<file path="src/rtl/barcode_pkg.sv">
// Shared types and helpers for the barcode sequencer: FSM states, widths and
// the bit-to-sink-code mapping.
package barcode_pkg;
   localparam int CODE_W = 4;
   localparam int BYTE_W = 8;

   typedef enum logic [1:0] {
      IDLE  = 2'd0,
      SHIFT = 2'd1,
      TAIL  = 2'd2,
      DRAIN = 2'd3
   } state_e;

   // A set symbol bit (after optional inversion) sinks the frame's code.
   function automatic logic [CODE_W-1:0] bit_code(input logic             b,
                                                  input logic             inv,
                                                  input logic [CODE_W-1:0] code);
      return (b ^ inv) ? code : '0;
   endfunction
endpackage

</file>
<file path="src/rtl/barcode_fifo.sv">
// Synchronous show-ahead FIFO holding {last, data} symbol bytes; flush empties it
// in one cycle.
module barcode_fifo #(
   parameter int WIDTH = 9,
   parameter int DEPTH = 4
) (
   input  logic             clk,
   input  logic             rst,
   input  logic             i_flush,
   input  logic             i_push,
   input  logic [WIDTH-1:0] i_din,
   input  logic             i_pop,
   output logic [WIDTH-1:0] o_dout,
   output logic             o_full,
   output logic             o_empty
);
   localparam int AW = $clog2(DEPTH);

   logic [WIDTH-1:0] r_mem [DEPTH];
   logic [AW:0]      r_wr;
   logic [AW:0]      r_rd;
   logic             w_do_push;
   logic             w_do_pop;

   // Extra pointer bit distinguishes full from empty when the indices match.
   assign o_empty   = (r_wr == r_rd);
   assign o_full    = (r_wr[AW] != r_rd[AW]) && (r_wr[AW-1:0] == r_rd[AW-1:0]);
   assign w_do_push = i_push && !o_full;
   assign w_do_pop  = i_pop && !o_empty;
   assign o_dout    = r_mem[r_rd[AW-1:0]];

   always_ff @(posedge clk or posedge rst) begin
      if (rst) begin
         r_wr <= '0;
         r_rd <= '0;
      end else if (i_flush) begin
         r_wr <= '0;
         r_rd <= '0;
      end else begin
         if (w_do_push) r_wr <= r_wr + 1'b1;
         if (w_do_pop)  r_rd <= r_rd + 1'b1;
      end
   end

   always_ff @(posedge clk) begin
      if (w_do_push && !i_flush) r_mem[r_wr[AW-1:0]] <= i_din;
   end
endmodule

</file>
<file path="src/rtl/barcode_seq.sv">
// Serialises buffered symbol bytes MSB-first into a registered 4-bit sink-enable
// code, one bit per programmable bit-time, with a quiet-zone tail and underrun drain.
module barcode_seq
   import barcode_pkg::*;
#(
   parameter int PERIOD_W   = 16,
   parameter int FIFO_DEPTH = 4
) (
   input  logic                clk,
   input  logic                rst,
   input  logic                cfg_en,
   input  logic [CODE_W-1:0]   cfg_code,
   input  logic [PERIOD_W-1:0] cfg_period,
   input  logic                cfg_invert,
   input  logic                s_valid,
   output logic                s_ready,
   input  logic [BYTE_W-1:0]   s_data,
   input  logic                s_last,
   output logic [CODE_W-1:0]   ng_en,
   output logic                busy,
   output logic                done,
   output logic                underrun
);
   state_e              r_state, w_state_nxt;
   logic [PERIOD_W-1:0] r_cnt, w_cnt_nxt;
   logic [2:0]          r_idx, w_idx_nxt;
   logic [2:0]          w_idx_m1;
   logic [CODE_W-1:0]   r_ng, w_ng_nxt;
   logic                r_done, w_done_nxt;
   logic                r_underrun, w_underrun_set;
   logic [CODE_W-1:0]   r_code_q;
   logic [PERIOD_W-1:0] r_period_q;
   logic                r_inv_q;
   logic [BYTE_W-1:0]   r_data_q;
   logic                r_last_q;
   logic                w_pop, w_load, w_frame_load;
   logic                w_push, w_full, w_empty;
   logic [BYTE_W:0]     w_dout;
   logic [BYTE_W-1:0]   w_byte;
   logic                w_blast;
   logic                w_bit_end;

   assign s_ready   = cfg_en && !rst && !w_full && (r_state != DRAIN);
   assign w_push    = s_valid && s_ready;
   assign w_byte    = w_dout[BYTE_W-1:0];
   assign w_blast   = w_dout[BYTE_W];
   assign w_idx_m1  = r_idx - 3'd1;
   assign w_bit_end = (r_cnt == r_period_q);

   assign ng_en    = r_ng;
   assign busy     = (r_state != IDLE);
   assign done     = r_done;
   assign underrun = r_underrun;

   barcode_fifo #(
      .WIDTH(BYTE_W + 1),
      .DEPTH(FIFO_DEPTH)
   ) u_fifo (
      .clk    (clk),
      .rst    (rst),
      .i_flush(!cfg_en),
      .i_push (w_push),
      .i_din  ({s_last, s_data}),
      .i_pop  (w_pop && cfg_en),
      .o_dout (w_dout),
      .o_full (w_full),
      .o_empty(w_empty)
   );

   // Next-state values are computed so the output register lines up with the
   // state register: ng_en always reflects the bit the FSM is currently timing.
   always_comb begin
      w_state_nxt    = r_state;
      w_cnt_nxt      = r_cnt;
      w_idx_nxt      = r_idx;
      w_ng_nxt       = r_ng;
      w_done_nxt     = 1'b0;
      w_underrun_set = 1'b0;
      w_pop          = 1'b0;
      w_load         = 1'b0;
      w_frame_load   = 1'b0;
      case (r_state)
         IDLE: begin
            w_ng_nxt = '0;
            if (!w_empty) begin
               w_pop        = 1'b1;
               w_load       = 1'b1;
               w_frame_load = 1'b1;
               w_idx_nxt    = 3'd7;
               w_cnt_nxt    = '0;
               w_ng_nxt     = bit_code(w_byte[BYTE_W-1], cfg_invert, cfg_code);
               w_state_nxt  = SHIFT;
            end
         end
         SHIFT: begin
            if (!w_bit_end) begin
               w_cnt_nxt = r_cnt + PERIOD_W'(1);
            end else begin
               w_cnt_nxt = '0;
               if (r_idx != 3'd0) begin
                  w_idx_nxt = w_idx_m1;
                  w_ng_nxt  = bit_code(r_data_q[w_idx_m1], r_inv_q, r_code_q);
               end else if (r_last_q) begin
                  w_ng_nxt    = '0;
                  w_state_nxt = TAIL;
               end else if (!w_empty) begin
                  w_pop     = 1'b1;
                  w_load    = 1'b1;
                  w_idx_nxt = 3'd7;
                  w_ng_nxt  = bit_code(w_byte[BYTE_W-1], r_inv_q, r_code_q);
               end else begin
                  w_underrun_set = 1'b1;
                  w_ng_nxt       = '0;
                  w_state_nxt    = DRAIN;
               end
            end
         end
         TAIL: begin
            w_ng_nxt = '0;
            if (w_bit_end) begin
               w_cnt_nxt   = '0;
               w_done_nxt  = 1'b1;
               w_state_nxt = IDLE;
            end else begin
               w_cnt_nxt = r_cnt + PERIOD_W'(1);
            end
         end
         DRAIN: begin
            w_ng_nxt = '0;
            if (w_empty) begin
               w_state_nxt = IDLE;
            end else begin
               w_pop = 1'b1;
               if (w_blast) w_state_nxt = IDLE;
            end
         end
         default: begin
            w_ng_nxt    = '0;
            w_state_nxt = IDLE;
         end
      endcase
   end

   always_ff @(posedge clk or posedge rst) begin
      if (rst) begin
         r_state    <= IDLE;
         r_cnt      <= '0;
         r_idx      <= '0;
         r_ng       <= '0;
         r_done     <= 1'b0;
         r_underrun <= 1'b0;
      end else if (!cfg_en) begin
         r_state    <= IDLE;
         r_cnt      <= '0;
         r_idx      <= '0;
         r_ng       <= '0;
         r_done     <= 1'b0;
         r_underrun <= 1'b0;
      end else begin
         r_state <= w_state_nxt;
         r_cnt   <= w_cnt_nxt;
         r_idx   <= w_idx_nxt;
         r_ng    <= w_ng_nxt;
         r_done  <= w_done_nxt;
         if (w_underrun_set) r_underrun <= 1'b1;
      end
   end

   // Frame configuration is sampled only at frame start so mid-frame writes wait.
   always_ff @(posedge clk or posedge rst) begin
      if (rst) begin
         r_code_q   <= '0;
         r_period_q <= '0;
         r_inv_q    <= 1'b0;
         r_data_q   <= '0;
         r_last_q   <= 1'b0;
      end else if (cfg_en) begin
         if (w_frame_load) begin
            r_code_q   <= cfg_code;
            r_period_q <= cfg_period;
            r_inv_q    <= cfg_invert;
         end
         if (w_load) begin
            r_data_q <= w_byte;
            r_last_q <= w_blast;
         end
      end
   end
endmodule
</file>
<file path="config.mk">
export PLATFORM = sky130hd
export DESIGN_NAME = barcode_seq
export DESIGN_NICKNAME = d
export VERILOG_FILES = /design/src/rtl/barcode_pkg.sv /design/src/rtl/barcode_fifo.sv /design/src/rtl/barcode_seq.sv
export SDC_FILE = /design/constraint.sdc
export NUM_CORES = 1
export LEC_CHECK = 0
export CAP_MARGIN = 30
export CORE_ASPECT_RATIO = 1.1
export CORE_UTILIZATION = 30
export DETAILED_ROUTE_END_ITERATION = 12
export PLACE_DENSITY = 0.5
export SYNTH_ARGS = -nofsm -noshare
export SYNTH_HDL_FRONTEND = slang
export SYNTH_SLANG_ARGS = --single-unit
</file>
<file path="constraint.sdc">
create_clock -name clk -period 3.5 [get_ports clk]
set_input_delay 0.35 -clock clk [delete_from_list [all_inputs] [get_ports clk]]
set_output_delay 0.35 -clock clk [all_outputs]
set_load 0.1 [all_outputs]
</file>
Word level (Yosys, flattened, before mapping)
Memory sizes are Yosys's and may differ from the RTL's.
Index checks and enable logic that the tools add are counted.

operators by class
  add/subtract/negate cells = 4
  magnitude comparators = 1
  eq/ne operators = 20
  mux-type cells = 55
  bitwise logic cells = 3
  reduce and logical (&&, ||, !) cells = 23

operator list
  operator                                                                      count
  16-bit two-way mux                                                            3
  4-bit two-way mux                                                             9
  16-bit one-hot mux with 2 select lines                                        1
  3-bit two-way mux                                                             9
  1-bit two-way mux                                                             18
  2-bit two-way mux                                                             9
  16-bit by 1-bit adder with 16-bit output, second input constant               1
  16-bit == test                                                                1
  3-bit != test, second input constant                                          4
  4-bit one-hot mux with 3 select lines                                         1
  1-bit logical AND                                                             9
  4-bit by 3-bit != test with 1-bit output, second input constant               2
  2-bit one-hot mux with 4 select lines                                         1
  3-bit by 1-bit adder with 3-bit output, second input constant                 2
  2-bit by 1-bit != test with 1-bit output, second input constant               3
  3-bit one-hot mux with 2 select lines                                         1
  2-bit AND reduction                                                           3
  6-bit AND reduction                                                           1
  2-bit OR reduction                                                            3
  2-bit == test, second input constant                                          2
  3-bit by 4-bit less-than comparator with 1-bit output, second input constant  1
  4-bit != test, second input constant                                          1
  1-bit one-hot mux with 2 select lines                                         2
  1-bit binary-select mux with 3-bit select                                     1
  other kinds (14)                                                              18

word-level totals
  register bits = 63
  memory bits (writable) = 36
  bits of input ports = 34
  output and inout port bits = 8
  logic and storage cells = 120
  memories = 1

memories
  memory        words  bits a word  rd ports  clocked after memory_dff  write ports  line                RTL
  u_fifo.r_mem  4      9            1         0                         1            barcode_fifo.sv:19  logic [WIDTH-1:0] r_mem [DEPTH];

Depth between registers and ports, before layout
  depth after elaboration = 10
  gate-level depth with buffers = 8
  gate-level depth less buffers = 8

Cells and area by module
From an unflattened synthesis, not the netlist that was laid out.

second synthesis, totals
  cells, all modules = 375
  area total of the unflattened synthesis = 4757.1 um2

by module, submodules not included
  module        instances  cells an instance  area each (um2)  sequential area each (um2)
  barcode_seq   1          263                2894.0           1426.4
  barcode_fifo  1          112                1863.0           1231.2

Least setup slack after synthesis
OpenSTA, ideal clock, no wires.

  path type = reg-to-reg
  from = register r_state[1]
  to = register r_code_q[0]
  library setup time = 0.125 ns
  arrival = 2.185 ns
  data required time = 3.375 ns
  slack = 1.190 ns
  cell stages (with the launch flop) = 8
  buffers on the path = 1
  period minus slack after synthesis = 2.310 ns
  cells stage by stage = dfrtp_1 -> inv_1 -> ha_1 -> inv_1 -> nor2_1 -> nand2_1 -> buf_2 -> mux2_2

on the way
  longest elaborated chain between the ends = 3

ends and longest elaborated chain
  what                                  line                RTL
  from (decl)                           barcode_seq.sv:24   state_e r_state, w_state_nxt;
  from (signal assigned)                barcode_seq.sv:160  r_state <= w_state_nxt;
  2-bit logical NOT                     barcode_seq.sv:82   case (r_state)
  1-bit two-way mux                     barcode_seq.sv:82
  2-bit AND reduction (no source line)  n/a
  to (signal assigned)                  barcode_seq.sv:179  r_code_q <= cfg_code;
  to (decl)                             barcode_seq.sv:31   logic [CODE_W-1:0] r_code_q;

No other way between the ends.
A chain may end at the register's enable or synchronous reset.

Final worst setup path
  from = register r_state[1]
  to = register r_data_q[3]

on the way
  longest elaborated chain between the ends = 3
  elaborated cells between the ends (all ways) = 4
  classes of those cells = eq/ne: 1; mux: 1; reduce/logical: 2

ends and longest elaborated chain
  what                                                                           line                RTL
  2-bit by 1-bit == test with 1-bit output or 2-bit logical NOT (tied branches)  barcode_seq.sv:82
  1-bit one-hot mux with 2 select lines (*)                                      barcode_seq.sv:82
  2-bit AND reduction (no source line) (*)                                       n/a
  to (signal assigned)                                                           barcode_seq.sv:184  r_data_q <= w_byte;
  to (decl)                                                                      barcode_seq.sv:34   logic [BYTE_W-1:0] r_data_q;

Mark *: on every way between the ends. The rest lies on a longest branch, timed or not.

==> impl_results.md <==
* Total CTS buffers at 9
* Final Max Slew Viols at 0
* Final core utilization at a little under two fifths
* Clock Path Buffers at 2
* Clock sink count at between 90 and 100
* Final GP Congestion at 0.807
* H-tree depth at 3
* Footprint of the multi-input gates at 0.00186 mm2
* FP Rows at between 40 and 50
* Relative slew slack at 32.7%
* Detail Route Antenna Nets at 0
* Critical Path AT at around 2600 ps
* Critical Path Fanout Max at 9
* Pwr/cell area at about 720 mW/mm2
* Post-synth top area cell: dfrtp_1
* Synthesized flop and latch total at 99
* Peak VDD IR at approximately 0.34 mV
* Ports at 42
* Placed wire-length estimate at roughly 6.9 mm
* Ranking of synthesized cells by area: dfrtp_1 (34%), edfxtp_1 (23%), mux2_2 (7.1%), xnor2_1 (5.9%), mux4_2 (5.4%)
* Clock Latency Late Sink at 360 ps
* Post-CTS Setup Bufs at 0
* Met3 routed WL at about 340 um
* Post-Syn Area at approximately 0.0046 mm2
* Met1 wire length at just over 4 mm
* Final nets at 448
* Share of post-route cells with drive strength above 1 at roughly 18%
* Core Area at 0.0151 mm2
* Average cell area after synthesis at 13.1 um2
* Required @ worst endpoint at roughly 3700 ps
* EDFF count, synth at 36
* DP Area at between 0.005 and 0.006 mm2
* Die area at roughly 0.016 mm2
* Syn Nets at 398
* CTS root buffer: clkbuf_16
* Endpoints failing setup at 0
* FMAX at approximately 420 MHz
* Starting Density at a little under a third
* Final hold vios at 0
* Synth top cells by count: dfrtp_1 (63), edfxtp_1 (36), xnor2_1 (31)
* Skew final at around 9.6 ps
* Vias at a little under 3000
* Yosys cell types at 50
* Top-area cell type share of the netlist area at 34.1%
* Yosys warning total at 0
* Ys async rst share at a little under two thirds
* Vias in the first global route at approximately 3200
* Register area at 0.00266 mm2
* Cells after Synth at ~350
* Global route overflow at 0
* Pin count of the biggest net entering global routing at 27
* Worst min-delay path category: input pin to asynchronous set/reset pin
* Status: finished clean
* Unrepaired setup endpoints after global routing: false
* Final Instance Area at 0.00558 mm2
* Tot GR Track Use at about an eighth
* Setup crit start kind: flip-flop
* Final Power at 4.00 mW
* WL final at approximately 9.5 mm
* Ys flop type: dfrtp_1
* Clock transition at the registers of the reported paths at 70 ps
* Number of remaining DRC errors at 0
* # Max-Cap Violations at 0
* Iter 0 DRT Violations at approximately 150
* Fin crit share at 67.3%
* Avg Vias per Cell at around 4.8
* Fin cells at roughly 600
* Post-cts gate resize count at 0
* Syn-to-layout area delta at 20.7%
* Critical path endpoint category: flip-flop
* WL/cell at approximately 16 um
* Inst Count DP at a little under 600
* Post-synthesis sequential area ratio at roughly 57%
* Actual slew at the worst max-slew pin at approximately 1000 ps
* First-pass GRT wire length at 16.1 mm
* # hold bufs at CTS at 0
* Setup TNS Final at 0 ps
* Ant. Diodes at 0
* WL met2 at 4.95 mm
* Kind of critical path: flip-flop to flip-flop
* Top-count cell post-synth: dfrtp_1
* DIE HEIGHT at roughly 130 um
* Antenna violations before repair at 0
* Top Metal Used: met4
* Fillers at 1504
* Drt first pass iters at 4
* Die Width at between 100 and 150 um
* Minimum clock period at between 2000 and 2500 ps
* I/O Buffers at 41
* CTS tree: built
* Pleak at 2.14 nW
[through the flow]
stage	hold slack [ps]	setup slack, ps
6_report	376	1140
5_1_grt	421	983
4_1_cts	409	1130
3_5_place_dp	494	1030
3_3_place_gp	487	1080
2_1_floorplan	449	1190
[critical path, cell delays in order, from the launching register on]
cell and delay [ps]:
dfrtp_1 460, inv_1 140, ha_1 310, nor2b_1 250
and2_1 210, a21oi_2 80, nor3_4 400, mux2_2 390
[where the power goes]
part / total (mW) / internal [mW] / switching (mW) / leakage [nW]
logic: 1.42 / 0.650 / 0.767 / 0.864
clock network: 0.975 / 0.502 / 0.473 / 0.142
registers: 1.60 / 1.44 / 0.167 / 1.13
total: 4.00 / 2.59 / 1.41 / 2.14
[metal layers]
layer	vias to the layer above	GRT usage, %
li1	1391	-
met1	1457	15.4
met2	41	22.7
met3	12	3.81
met4	0	5.35
met5	-	0
[layout by cell type, fill, tap and decap left out, types with 4 or more instances in the layout]
master | synthesis | routed
and3_1 | 9 | 9
buf_4 | 1 | 10
dfrtp_1 | 63 | 63
mux2_2 | 29 | 29
inv_1 | 14 | 13
nor3_1 | 7 | 7
xnor2_1 | 31 | 31
a22oi_1 | 4 | 4
clkdlybuf4s50_1 | 0 | 39
xor2_1 | 5 | 5
nand4_1 | 9 | 9
nand2_1 | 18 | 18
edfxtp_1 | 36 | 36
mux4_2 | 11 | 11
o21ai_0 | 13 | 13
clkbuf_16 | 0 | 9
ha_1 | 12 | 12
nand3_1 | 8 | 8
nor2_1 | 26 | 26
[sequential cells by signal, summed over array words and instances, names as in the netlist, 2 cells and up]
name / cells
ng_en: 4
r_cnt: 16
r_code_q: 4
r_data_q: 8
r_idx: 3
r_period_q: 16
r_state: 2
u_fifo.r_mem: 36
u_fifo.r_rd: 3
u_fifo.r_wr: 3
[final cells by class]
type                    count  area share [%]
clock buffers               9            4.03
clock inverters             7            1.30
inverters                  15            1.01
multi-input cells         228            33.3
flip-flops and latches     99            47.6
well taps                 196            4.39
repair buffers             49            8.34
[kinds of logic (layout without fill, tap and decap cells)]
kind of cell,count (synthesis),in the layout,share of synthesized area [%]
adders and majority gates,12,12,3.25
and+or+nand+nor,95,95,10.9
DFF,99,99,57.5
muxes,41,41,12.6
xor gates and xnor gates,36,36,6.82
buffers and inverters,25,80,2.30
AOI/OAI and AO/OA,44,44,6.63
[path summary, 6_finish.rpt]
check	to	slack, ps	startpoint	cells after the start
hold reg to reg	r_code_q[1]$_DFFE_PP0P_	510	r_code_q[1]$_DFFE_PP0P_	1
hold / removal	r_period_q[15]$_DFFE_PP0P_	380	rst	2
setup reg to reg	r_data_q[3]$_DFFE_PP0P_	1140	r_state[1]$_DFFE_PP0P_	7
setup / recovery	r_data_q[3]$_DFFE_PP0P_	1140	r_state[1]$_DFFE_PP0P_	7
max in group asynchronous	r_period_q[7]$_DFFE_PP0P_	2410	rst	3
min in group clk	r_code_q[1]$_DFFE_PP0P_	510	r_code_q[1]$_DFFE_PP0P_	1
Power figures use the tool's default switching activity.
